$ cat src/rtl/low_freq_pkg.sv
// Shared types and constants for the low-frequency meter.
package low_freq_pkg;

  // Top-level sequencing: measure, divide, convert, publish.
  typedef enum logic [2:0] {T_IDLE, T_COUNT, T_FRQ, T_B2B, T_DONE} top_state_t;

  // Period measurement: wait for first rising edge, then count until the next one.
  typedef enum logic [1:0] {P_IDLE, P_WAITE, P_COUNT, P_DONE} prd_state_t;

  // Sequential restoring divider.
  typedef enum logic [1:0] {D_IDLE, D_RUN, D_DONE} div_state_t;

  // Double-dabble binary to BCD conversion.
  typedef enum logic [1:0] {B_IDLE, B_RUN, B_DONE} bcd_state_t;

  // Microseconds per second: frequency in Hz = DVND / period_us.
  localparam int DVND    = 1000000;
  // Largest value shown on four decimal digits; larger results clamp here.
  localparam int BCD_MAX = 9999;
  // Binary width fed to the BCD converter (enough for 9999).
  localparam int BIN_W   = 14;

  // Double-dabble correction: a digit of 5 or more would overflow a decimal
  // place after the next shift, so pre-add 3.
  function automatic logic [3:0] add3(input logic [3:0] d);
    return (d >= 4'd5) ? d + 4'd3 : d;
  endfunction

endpackage

$ cat src/rtl/low_freq_div.sv
// PW-bit restoring divider: one quotient bit per cycle, PW cycles of work
// followed by a single-cycle done strobe. The quotient holds until the next start.
module low_freq_div #(
  parameter int PW = 20
) (
  input  logic          clk,
  input  logic          srst,
  input  logic          start,
  input  logic [PW-1:0] dividend,
  input  logic [PW-1:0] divisor,
  output logic [PW-1:0] quo,
  output logic          done
);
  import low_freq_pkg::*;

  localparam int CW = $clog2(PW + 1);

  div_state_t    state_reg, state_next;
  logic [PW:0]   rem_reg;
  logic [PW-1:0] dvd_reg;
  logic [PW-1:0] dvs_reg;
  logic [PW-1:0] quo_reg;
  logic [CW-1:0] cnt_reg;

  logic [PW:0]   rem_shift;
  logic [PW:0]   rem_sub;
  logic          q_bit;

  // One restoring step: bring in the next dividend bit, subtract if it fits.
  always_comb begin
    rem_shift = {rem_reg[PW-1:0], dvd_reg[PW-1]};
    rem_sub   = rem_shift - {1'b0, dvs_reg};
    q_bit     = (rem_shift >= {1'b0, dvs_reg});
  end

  // Next-state logic: PW iterations, then one done cycle.
  always_comb begin
    state_next = state_reg;
    case (state_reg)
      D_IDLE:  if (start) state_next = D_RUN;
      D_RUN:   if (cnt_reg == CW'(PW - 1)) state_next = D_DONE;
      D_DONE:  state_next = D_IDLE;
      default: state_next = D_IDLE;
    endcase
  end

  // State register.
  always_ff @(posedge clk) begin
    if (srst) state_reg <= D_IDLE;
    else      state_reg <= state_next;
  end

  // Datapath: load operands on start, shift/subtract while running.
  always_ff @(posedge clk) begin
    if (srst) begin
      rem_reg <= '0;
      dvd_reg <= '0;
      dvs_reg <= '0;
      quo_reg <= '0;
      cnt_reg <= '0;
    end else if (state_reg == D_IDLE && start) begin
      rem_reg <= '0;
      dvd_reg <= dividend;
      dvs_reg <= divisor;
      quo_reg <= '0;
      cnt_reg <= '0;
    end else if (state_reg == D_RUN) begin
      rem_reg <= q_bit ? rem_sub : rem_shift;
      dvd_reg <= {dvd_reg[PW-2:0], 1'b0};
      quo_reg <= {quo_reg[PW-2:0], q_bit};
      cnt_reg <= cnt_reg + CW'(1);
    end
  end

  assign quo  = quo_reg;
  assign done = (state_reg == D_DONE);

endmodule

$ cat src/rtl/low_freq_counter.sv
// Low-frequency meter: measures one period of si in microseconds, divides
// 1e6 by it, converts the clamped result to four BCD digits and holds them.
module low_freq_counter #(
  parameter int CLK_US_COUNT = 50,
  parameter int PW           = 20,
  parameter int DVND         = low_freq_pkg::DVND
) (
  input  logic       clk_amisha,
  input  logic       reset_amisha,
  input  logic       start_amisha,
  input  logic       si_amisha,
  output logic [3:0] bcd3_amisha,
  output logic [3:0] bcd2_amisha,
  output logic [3:0] bcd1_amisha,
  output logic [3:0] bcd0_amisha
);
  import low_freq_pkg::*;

  localparam int TW = (CLK_US_COUNT > 1) ? $clog2(CLK_US_COUNT) : 1;

  logic clk;
  logic srst;
  assign clk  = clk_amisha;
  assign srst = reset_amisha;

  // ---------------- input conditioning ----------------
  logic sync1_reg, sync2_reg, dly_reg;
  logic rise;

  // Two-flop synchroniser plus one delay flop for edge detection.
  always_ff @(posedge clk) begin
    if (srst) begin
      sync1_reg <= 1'b0;
      sync2_reg <= 1'b0;
      dly_reg   <= 1'b0;
    end else begin
      sync1_reg <= si_amisha;
      sync2_reg <= sync1_reg;
      dly_reg   <= sync2_reg;
    end
  end

  assign rise = sync2_reg & ~dly_reg;

  // ---------------- top sequencer ----------------
  top_state_t top_reg, top_next;
  logic       prd_start, div_start, bcd_start;
  logic       prd_done, div_done, bcd_done;

  // Top next-state and one-cycle start strobes for each stage.
  always_comb begin
    top_next  = top_reg;
    prd_start = 1'b0;
    div_start = 1'b0;
    bcd_start = 1'b0;
    case (top_reg)
      T_IDLE:  if (start_amisha) begin top_next = T_COUNT; prd_start = 1'b1; end
      T_COUNT: if (prd_done)     begin top_next = T_FRQ;   div_start = 1'b1; end
      T_FRQ:   if (div_done)     begin top_next = T_B2B;   bcd_start = 1'b1; end
      T_B2B:   if (bcd_done)     top_next = T_DONE;
      T_DONE:  top_next = T_IDLE;
      default: top_next = T_IDLE;
    endcase
  end

  // Top state register.
  always_ff @(posedge clk) begin
    if (srst) top_reg <= T_IDLE;
    else      top_reg <= top_next;
  end

  // ---------------- period counter ----------------
  prd_state_t    prd_reg, prd_next;
  logic [TW-1:0] t_reg;
  logic [PW-1:0] p_reg;
  logic          us_tick;

  assign us_tick  = (t_reg == TW'(CLK_US_COUNT - 1));
  assign prd_done = (prd_reg == P_DONE);

  // Period next-state: no timeout, a missing edge leaves the FSM waiting.
  always_comb begin
    prd_next = prd_reg;
    case (prd_reg)
      P_IDLE:  if (prd_start) prd_next = P_WAITE;
      P_WAITE: if (rise)      prd_next = P_COUNT;
      P_COUNT: if (rise)      prd_next = P_DONE;
      P_DONE:  prd_next = P_IDLE;
      default: prd_next = P_IDLE;
    endcase
  end

  // Period state register.
  always_ff @(posedge clk) begin
    if (srst) prd_reg <= P_IDLE;
    else      prd_reg <= prd_next;
  end

  // Microsecond prescaler and saturating period count; the cycle of the
  // closing edge is counted so p equals the full edge-to-edge interval.
  always_ff @(posedge clk) begin
    if (srst) begin
      t_reg <= '0;
      p_reg <= '0;
    end else if (prd_reg == P_WAITE) begin
      t_reg <= '0;
      p_reg <= '0;
    end else if (prd_reg == P_COUNT) begin
      if (us_tick) begin
        t_reg <= '0;
        if (p_reg != {PW{1'b1}}) p_reg <= p_reg + PW'(1);
      end else begin
        t_reg <= t_reg + TW'(1);
      end
    end
  end

  // ---------------- divider ----------------
  logic [PW-1:0] quo;

  low_freq_div #(.PW(PW)) u_div (
    .clk      (clk),
    .srst     (srst),
    .start    (div_start),
    .dividend (PW'(DVND)),
    .divisor  (p_reg),
    .quo      (quo),
    .done     (div_done)
  );

  // Clamp to the display range; a zero period also shows as full scale.
  logic [BIN_W-1:0] bin_sat;

  // Saturation of the quotient before conversion.
  always_comb begin
    if (p_reg == '0 || quo > PW'(BCD_MAX)) bin_sat = BIN_W'(BCD_MAX);
    else                                  bin_sat = quo[BIN_W-1:0];
  end

  // ---------------- binary to BCD ----------------
  bcd_state_t       bcd_reg, bcd_next;
  logic [BIN_W-1:0] bin_reg;
  logic [15:0]      dig_reg;
  logic [15:0]      dig_adj;
  logic [3:0]       bcnt_reg;

  assign bcd_done = (bcd_reg == B_DONE);

  for (genvar gi = 0; gi < 4; gi++) begin : g_add3
    assign dig_adj[gi*4 +: 4] = add3(dig_reg[gi*4 +: 4]);
  end

  // BCD next-state: BIN_W shifts, then one done cycle.
  always_comb begin
    bcd_next = bcd_reg;
    case (bcd_reg)
      B_IDLE:  if (bcd_start) bcd_next = B_RUN;
      B_RUN:   if (bcnt_reg == 4'(BIN_W - 1)) bcd_next = B_DONE;
      B_DONE:  bcd_next = B_IDLE;
      default: bcd_next = B_IDLE;
    endcase
  end

  // BCD state register.
  always_ff @(posedge clk) begin
    if (srst) bcd_reg <= B_IDLE;
    else      bcd_reg <= bcd_next;
  end

  // Double-dabble datapath: adjust every digit, then shift one binary bit in.
  always_ff @(posedge clk) begin
    if (srst) begin
      bin_reg  <= '0;
      dig_reg  <= '0;
      bcnt_reg <= '0;
    end else if (bcd_reg == B_IDLE && bcd_start) begin
      bin_reg  <= bin_sat;
      dig_reg  <= '0;
      bcnt_reg <= '0;
    end else if (bcd_reg == B_RUN) begin
      dig_reg  <= {dig_adj[14:0], bin_reg[BIN_W-1]};
      bin_reg  <= {bin_reg[BIN_W-2:0], 1'b0};
      bcnt_reg <= bcnt_reg + 4'd1;
    end
  end

  // ---------------- display hold ----------------
  logic [15:0] out_reg;

  // Publish the converted digits only when the sequence completes.
  always_ff @(posedge clk) begin
    if (srst)                  out_reg <= '0;
    else if (top_reg == T_DONE) out_reg <= dig_reg;
  end

  assign bcd3_amisha = out_reg[15:12];
  assign bcd2_amisha = out_reg[11:8];
  assign bcd1_amisha = out_reg[7:4];
  assign bcd0_amisha = out_reg[3:0];

endmodule

$ cat config.mk
export PLATFORM = sky130hd
export DESIGN_NAME = low_freq_counter
export DESIGN_NICKNAME = d
export VERILOG_FILES = /design/src/rtl/low_freq_pkg.sv /design/src/rtl/low_freq_div.sv /design/src/rtl/low_freq_counter.sv
export SDC_FILE = /design/constraint.sdc
export NUM_CORES = 1
export LEC_CHECK = 0
export BUFFER_PORTS_ARGS = -buffer_cell sky130_fd_sc_hd__buf_2
export CORE_AREA = 10 10 146 148
export DETAILED_ROUTE_END_ITERATION = 12
export DIE_AREA = 0 0 156 158
export SYNTH_ARGS = -nofsm -noshare
export SYNTH_HDL_FRONTEND = slang
export SYNTH_SLANG_ARGS = --single-unit
$ cat constraint.sdc
create_clock -name clk_amisha -period 3.1 [get_ports clk_amisha]
set_clock_uncertainty 0.05 [all_clocks]
set_input_delay 0.465 -clock clk_amisha [delete_from_list [all_inputs] [get_ports clk_amisha]]
set_output_delay 0.465 -clock clk_amisha [all_outputs]
set_load 0.01 [all_outputs]
Word-level counts from Yosys, hierarchy flattened
Index checks and enable logic that the tools add are counted.
{"block": "word_totals", "romBits": 0, "ram_bits": 0, "reg_bits": 167, "input_bits": 4, "latch_bits": 0, "n_memories": 0}
{"block": "op_classes", "n_addsub": 9, "n_shift": 0, "magnitude_cmp": 6, "bitwise": 2, "eq_ne": 26, "muxes": 32, "mul": 0, "div_mod_pow": 0, "reduce_logical": 18}
{"op": "20-bit 2-to-1 mux", "n": 3}
{"op": "14-bit 2-to-1 mux", "n": 3}
{"op": "21-bit by 20-bit greater-or-equal comparator with 1-bit output", "n": 1}
{"op": "20-bit by 1-bit adder with 20-bit output, second input constant", "n": 1}
{"op": "20-bit by 14-bit greater-than comparator with 1-bit output, second input constant", "n": 1}
{"op": "20-bit logical NOT", "n": 1}
{"op": "20-bit != test, second input constant", "n": 1}
{"op": "20-bit subtractor", "n": 1}
{"op": "2-bit != test, second input constant", "n": 9}
{"op": "4-bit by 3-bit greater-or-equal comparator with 1-bit output, second input constant", "n": 4}
{"op": "3-bit 2-to-1 mux", "n": 5}
{"op": "2-bit 2-to-1 mux", "n": 7}
{"op": "4-bit by 2-bit adder with 4-bit output, second input constant", "n": 3}
{"op": "4-bit 2-to-1 mux", "n": 3}
{"op": "3-bit case mux with 4 select lines", "n": 1}
{"op": "2-bit equality test, second input constant", "n": 4}
{"op": "2-bit case mux with 2 select lines", "n": 2}
{"op": "2-bit case mux with 4 select lines", "n": 1}
{"op": "6-bit by 1-bit adder with 6-bit output, second input constant", "n": 1}
{"op": "2-bit by 1-bit equality test with 1-bit output, second input constant", "n": 3}
{"op": "3-bit by 2-bit equality test with 1-bit output, second input constant", "n": 2}
{"op": "6-bit equality test, second input constant", "n": 1}
{"op": "2-bit logical NOT", "n": 3}
{"op": "1-bit 2-to-1 mux", "n": 6}
{"op": "other kinds (19)", "n": 26}

Longest topological paths before layout
Gate-level depths: netlist of run 1.
{"block": "logic_depth", "word_depth": 5, "mapped_depth": 11, "ltp_nobuf": 10}

Cells and area by module
A second synthesis of run 1 with hierarchy kept.
{"block": "unflattened", "hier_cells": 1084, "hier_area_um2": 8797.2}
{"module": "low_freq_div", "seq_area_each_um2": 1741.7, "n_inst": 1, "cells_per_inst": 580, "area_per_inst_um2": 4528.1}
{"module": "low_freq_counter", "seq_area_each_um2": 1721.7, "n_inst": 1, "cells_per_inst": 504, "area_per_inst_um2": 4269.1}

Worst setup path after synthesis of run 1
No wires, ideal clock.
{"block": "synth_path", "path_type": "register -> register", "start": "register u_div.dvs_reg[6]", "end": "register u_div.rem_reg[7]", "arrival_ps": 2209, "stages_incl_launch_ff": 10, "required_ps": 2930, "setup_slack_ps": 722, "cell_sequence": "dfxtp_1 > inv_1 > ha_1 > a21o_1 > a211o_1 > o2bb2ai_2 > a311oi_4 > a21oi_4 > buf_2 > o31a_1"}
{"block": "synth_via", "elab_chain_cells": 2, "word_cells_on_any_way": 3}
{"element": "start: declaration", "line_no": "low_freq_div.sv:21", "text": "logic [PW-1:0] dvs_reg;"}
{"element": "start signal: assignment", "line_no": "low_freq_div.sv:64", "text": "dvs_reg <= divisor;"}
{"element": "20-bit subtractor / 21-bit by 20-bit greater-or-equal comparator with 1-bit output (equally long branches)", "line_no": "low_freq_div.sv:32, low_freq_div.sv:33"}
{"element": "20-bit 2-to-1 mux (*)", "line_no": "low_freq_div.sv:68", "text": "rem_reg <= q_bit ? rem_sub : rem_shift;"}
{"element": "end signal: assignment", "line_no": "low_freq_div.sv:68"}
{"element": "end: declaration", "line_no": "low_freq_div.sv:19", "text": "logic [PW:0] rem_reg;"}
Mark *: on every way between the ends. The rest lies on a longest branch, timed or not.
A chain may end at the register's enable or synchronous reset.

Worst setup path after layout of run 1
{"block": "layout_path", "start": "register u_div.dvs_reg[11]", "end": "register u_div.rem_reg[2]"}
{"block": "layout_via", "elab_chain_cells": 2}
{"element": "21-bit by 20-bit greater-or-equal comparator with 1-bit output", "line_no": "low_freq_div.sv:33", "text": "q_bit = (rem_shift >= {1'b0, dvs_reg});"}
{"element": "20-bit 2-to-1 mux", "line_no": "low_freq_div.sv:68"}
Every way passes these cells.

==> results of run 1 <==
==> routing by layer <==
| metal | share of wire [%] | vias up | track usage [%] | routed length (um) |
|---|---|---|---|---|
| met1 | 53 | 3031 | 19.9 | 9150 |
| met3 | 3.0 | 14 | 3.15 | 511 |
| met2 | 43 | 76 | 21.2 | 7430 |
| met5 | 0 | - | 0 | 0 |
| li1 | - | 3523 | - | - |
| met4 | 1.3 | 0 | 4.86 | 219 |
==> cell usage after synthesis (6+ instances only) <==
cell type	instances	area share (%)
a21o_1	7	0.65
and3_1	6	0.46
a2bb2oi_1	7	0.75
nor3_1	30	1.8
ha_1	40	6.2
xnor2_1	24	2.6
a311oi_1	7	0.75
nor4_1	15	1.2
nor2b_1	7	0.54
xor2_1	23	2.5
o21ai_0	34	2.1
inv_1	49	2.3
nand2b_1	10	0.77
nor2_1	65	3.0
nand2_1	211	9.7
mux2i_1	15	1.8
a31oi_1	10	0.77
o21ai_1	13	0.80
clkbuf_1	49	2.3
dfxtp_1	167	41
nand4_1	12	0.92
a21oi_1	120	7.4
nand3_1	25	1.5
==> how the worst max path moves through the flow <==
stage | end | slack (ns) | cells past startpoint
after floorplan | u_div.rem_reg[7] | 0.72 | 9
after global placement | u_div.rem_reg[2] | 0.43 | 9
after detailed placement | u_div.rem_reg[2] | 0.39 | 9
after CTS | u_div.rem_reg[2] | 0.38 | 9
after global routing | u_div.rem_reg[2] | 0.24 | 9
final | u_div.rem_reg[2] | 0.37 | 9
==> through the flow <==
stage | hold WS [ns] | cells | cell area [sq um] | setup WS, ns
after detailed placement | 0.379 | 1239 | 8450 | 0.388
after floorplan | 0.364 | 1022 | 8130 | 0.722
after global placement | 0.382 | 1239 | 8450 | 0.435
after global routing | 0.189 | 1270 | 9010 | 0.236
after CTS | 0.176 | 1270 | 9010 | 0.379
final | 0.194 | 1270 | 9010 | 0.368
==> cell families after synthesis <==
group	after synthesis	synth area share [%]
AO/OA/AOI/OAI	236	17.4
buffers and inverters	104	5.00
multiplexers	16	2.12
adder cells (fa/ha/maj)	41	6.40
XOR/XNOR	47	5.06
AND/OR/NAND/NOR	411	22.8
flip-flops	167	41.1
==> power groups by stage <==
stage          Clock [W]  Combinational (W)  Sequential, W
2_1_floorplan          0           0.000397        0.00225
3_3_place_gp           0           0.000486        0.00226
3_5_place_dp           0           0.000488        0.00226
4_1_cts          0.00209           0.000490        0.00221
5_1_grt          0.00218           0.000544        0.00222
6_report         0.00203           0.000488        0.00221
==> layout make-up <==
type,instances,area share [%]
multi-input combinational,751,48.7
sequential,167,37.1
clock buffer,19,4.92
tap,234,3.25
timing repair buffer,38,2.64
inverter,49,2.04
clock inverter,12,1.31
==> metrics.txt, run 1 <==
DRC=0; Chip Width=156 um; Post-Route Utilization=48.8%; crit path max-delay cell type=ha_1; CP endpoint kind=register; Critical R2R Capture=u_div.rem_reg[2]; Ports=20; Synth cell types=63; initial antenna violation count=0; number of synthesized flops with an enable pin=0; worst slew margin relative to its limit=21.3%; ratio of cells with drive above 1 in the final layout=7.72%; wire per inst=13.6 um; vias per inst=5.23; Setup Fix Bufs, Post-CTS=0; sum of buffers and inverters on the critical path=2; TNS Setup=0 ns; syn_nets=1067; Slew Limit Fails=0; Hold-fix buffers, CTS=0; worst IR drop on VDD=0.411 mV; Routed Wire Length=17300 um; register area=3340 sq um; Top delay family on crit path=compound AO/OA/AOI/OAI gates; r2r setup slk=between 0.3 and 0.4 ns; Hold Violations, Final=0; Comb power frac=10.3%; GR Overflow Total=0; Cell Area, Synth=8130 sq um; die height=158 um; Clock power frac=between 40% and 50%; Port-buffer cells=19; Starting Density=44.0%; commonest non-fill, non-tap cell in the layout=nand2_1; Antenna diodes=0; Reg clk slew, reported paths=0.07 ns; H-Tree Depth=4; global-route wire length before repair=29200 um; worst stage delay on the critical path=between 0.4 and 0.5 ns; most frequent cells in the layout=211 x nand2_1, 167 x dfxtp_1, 120 x a21oi_1; core area=18500 sq um; Worst R2R Path Depth=9; PwrDens=about 530 nW/um^2; Worst Setup SP=u_div.dvs_reg[11]; Final setup viols=0; sw power=0.00122 W; worst endpoint required time=3.35 ns; worst hold endpoint=sync1_reg; largest buffer count on any clock path=2; RSZ-0062 raised after global routing=false; CTS tree=built; Hold/Removal Path Class=input port to register; die area=24600 sq um; sequential-to-total area share from yosys stat=41.1%; final worst-path cycle share=88.1%; register bit count reported by yosys=approximately 170; Layout Nets=1069; area of the multi-input gates=4390 sq um; vias in the first global route=5933; fillcell total=1801; Num CTS Buffers=17; Internal Power=approximately 0.0035 W; Detail Route Antenna Nets=0; largest net degree at the start of global routing=38; Cell Chain, Critical Path=inv_1 -> ha_1 -> and4_1 -> nand2_1 -> o311a_1 -> a21oi_4 -> buf_4 -> mux2i_1 -> a21oi_1; total number of yosys warnings=0; WHS Path Cells=2; dominant register cell in the synthesized netlist=dfxtp_1; hpwl dp=11800 um; Period minus WS final=2.73 ns; reg2reg start=u_div.dvs_reg[11]; post-cts sizing count=0; hold_sp=si_amisha; CP Class=register to register; CP max FO=11; kind of start point of the critical path=register; Initial DRC Count=451; fmax=366 MHz; clock root buffer=clkbuf_16; Switching Share=25.9%; CP Data Arrival Time=~3.0 ns; clk_lat worst skew=0.43 ns; P_leak=3.31 nW; drt pass-1 iters=5; GRT Resource Usage Total=14.3%; Row Count=50; clock sinks=167; worst-margin pin slew=1.18 ns; Routability Congestion=roughly 0.85; Area Growth Syn to Fin=10.8%; total power=0.00473 W; syn_area_per_cell=~8.0 sq um; Reg power frac=46.8%; detailed-route via count=6644; status=complete, no violations; total of max-cap violations=0; Post-synth ARST share=0%; Syn Inst Count=1022
Power figures use the tool's default switching activity.
==> run 2: changes to the inputs <==
- PLACE_DENSITY: unset -> 0.66
==> run 2 against run 1 <==
  * Via count up 1.4%
  * Sequential share of layout area about the same
  * Wire length down 0.17%
  * Flip-flop and latch count unchanged
  * Sequential power about the same
  * Final cell count down 0.16%
  * Power about the same
  * Clock power about the same
  * Final area about the same
  * Critical path type unchanged
  * Critical endpoint is now u_div.rem_reg[6]
  * Largest cell class unchanged
==> metrics.txt, run 2 (synthesis gave the netlist of run 1 again) <==
most frequent cells in the layout=211 x nand2_1, 167 x dfxtp_1, 120 x a21oi_1 (unchanged); die area=24600 sq um (unchanged); global-route wire length before repair=29600 um (was 29200 um); Clock power frac=42.8% (was 42.9%); post-cts sizing count=0 (unchanged); Routed Wire Length=17300 um (about the same); Hold-fix buffers, CTS=0 (unchanged); largest net degree at the start of global routing=33 (was 38); PwrDens=525 nW/um^2 (about the same); vias in the first global route=6239 (was 5933); Port-buffer cells=19 (unchanged); Hold Violations, Final=0 (unchanged); P_leak=3.30 nW (was 3.31 nW); crit path setup slack, layout=0.329 ns (was 0.368 ns); Area Growth Syn to Fin=10.7% (was 10.8%); WHS Path Cells=2 (unchanged); hpwl dp=11700 um (was 11800 um); vias per inst=5.31 (was 5.23); pre-CTS setup slack=0.343 ns (was 0.388 ns); worst IR drop on VDD=0.410 mV (was 0.411 mV); clk_lat worst skew=0.43 ns (about the same); core area=18500 sq um (unchanged); area of the multi-input gates=4390 sq um (unchanged); final hold slack=0.197 ns (was 0.194 ns); worst-margin pin slew=1.24 ns (was 1.18 ns); sw power=0.00122 W (about the same); Num CTS Buffers=17 (unchanged); Hold/Removal Path Class=input port to register (unchanged); status=complete, no violations (unchanged); clock sinks=167 (unchanged); Chip Width=156 um (unchanged); ratio of cells with drive above 1 in the final layout=7.64% (was 7.72%); Final setup viols=0 (unchanged); Initial DRC Count=424 (was 451); RSZ-0062 raised after global routing=false (unchanged); drt pass-1 iters=5 (unchanged); worst endpoint required time=3.33 ns (was 3.35 ns); clock root buffer=clkbuf_16 (unchanged); CP Data Arrival Time=3.00 ns (was 2.98 ns); die height=158 um (unchanged); TNS Setup=0 ns (unchanged); Layout Nets=1068 (was 1069); Detail Route Antenna Nets=0 (unchanged); Internal Power=0.00350 W (was 0.00351 W); Ports=20 (unchanged); fmax=361 MHz (was 366 MHz); Period minus WS final=2.77 ns (was 2.73 ns); Routability Congestion=0.844 (was 0.852); Worst R2R Path Depth=9 (unchanged); CTS tree=built (unchanged); detailed-route via count=6734 (was 6644); DRC=0 (unchanged); worst slew margin relative to its limit=17.0% (was 21.3%); kind of start point of the critical path=register (unchanged); CP max FO=11 (unchanged); Starting Density=44.0% (unchanged); Reg clk slew, reported paths=0.07 ns (about the same); Reg power frac=46.8% (about the same); CP endpoint kind=register (unchanged); total of max-cap violations=0 (unchanged); Row Count=50 (unchanged); CP Class=register to register (unchanged); Slew Limit Fails=0 (unchanged); GR Overflow Total=0 (unchanged); register area=3340 sq um (unchanged); Switching Share=25.9% (about the same); Antenna diodes=0 (unchanged); initial antenna violation count=1 (was 0); GRT Resource Usage Total=14.2% (was 14.3%); wire per inst=13.6 um (about the same); largest buffer count on any clock path=2 (unchanged); H-Tree Depth=4 (unchanged); fillcell total=1783 (was 1801); Comb power frac=10.4% (was 10.3%); Setup Fix Bufs, Post-CTS=0 (unchanged); final worst-path cycle share=89.4% (was 88.1%); commonest non-fill, non-tap cell in the layout=nand2_1 (unchanged)
## run 2: final cells by class
class / count / area share [%]
Multi-Input combinational cell: 751 / 48.8
Timing Repair Buffer: 37 / 2.56
Sequential cell: 167 / 37.2
Tap cell: 234 / 3.25
Inverter: 49 / 2.04
Clock buffer: 18 / 4.88
Clock inverter: 12 / 1.33
## run 2: final timing paths
| path | from | endpoint | slack (ns) |
|---|---|---|---|
| hold / removal | si_amisha | sync1_reg | 0.20 |
| setup / recovery | u_div.dvs_reg[3] | u_div.rem_reg[6] | 0.33 |
| hold reg to reg | sync1_reg | sync2_reg | 0.39 |
| setup reg to reg | u_div.dvs_reg[3] | u_div.rem_reg[6] | 0.33 |
## run 2: per-layer routing
metal | up-vias | global-route usage (%) | share of wire (%)
met2 | 103 | 22.0 | 44
met1 | 3093 | 19.1 | 51
met4 | 2 | 5.04 | 1.4
met3 | 24 | 3.15 | 3.5
li1 | 3512 | - | -
met5 | - | 0 | 0.069
## run 2: power groups by stage
stage | clock network (W) | logic (W) | registers (W)
after floorplan | 0 | 0.000397 | 0.00225
after global placement | 0 | 0.000484 | 0.00226
after detailed placement | 0 | 0.000491 | 0.00226
after CTS | 0.00207 | 0.000494 | 0.00221
after global routing | 0.00216 | 0.000549 | 0.00222
final | 0.00202 | 0.000491 | 0.00221
## run 2: per-stage QoR
step / area [sq um] / power (W) / util [%] / instances
floorplan: 8130 / 0.00265 / - / 1022
global placement: 8440 / 0.00274 / 45.7 / 1238
detailed placement: 8440 / 0.00275 / 45.7 / 1238
CTS: 9000 / 0.00478 / 48.8 / 1268
global route: 9000 / 0.00493 / 48.8 / 1268
finish: 9000 / 0.00473 / 48.8 / 1268
## run 2: worst max-delay path, stage by stage (launching register included)
cell      delay (ns)
dfxtp_1         0.32
inv_1           0.04
ha_1            0.35
nand3_1         0.13
o21ai_1         0.53
a311oi_4        0.23
a21oi_4         0.38
buf_4           0.29
mux2i_1         0.22
a21oi_1         0.09
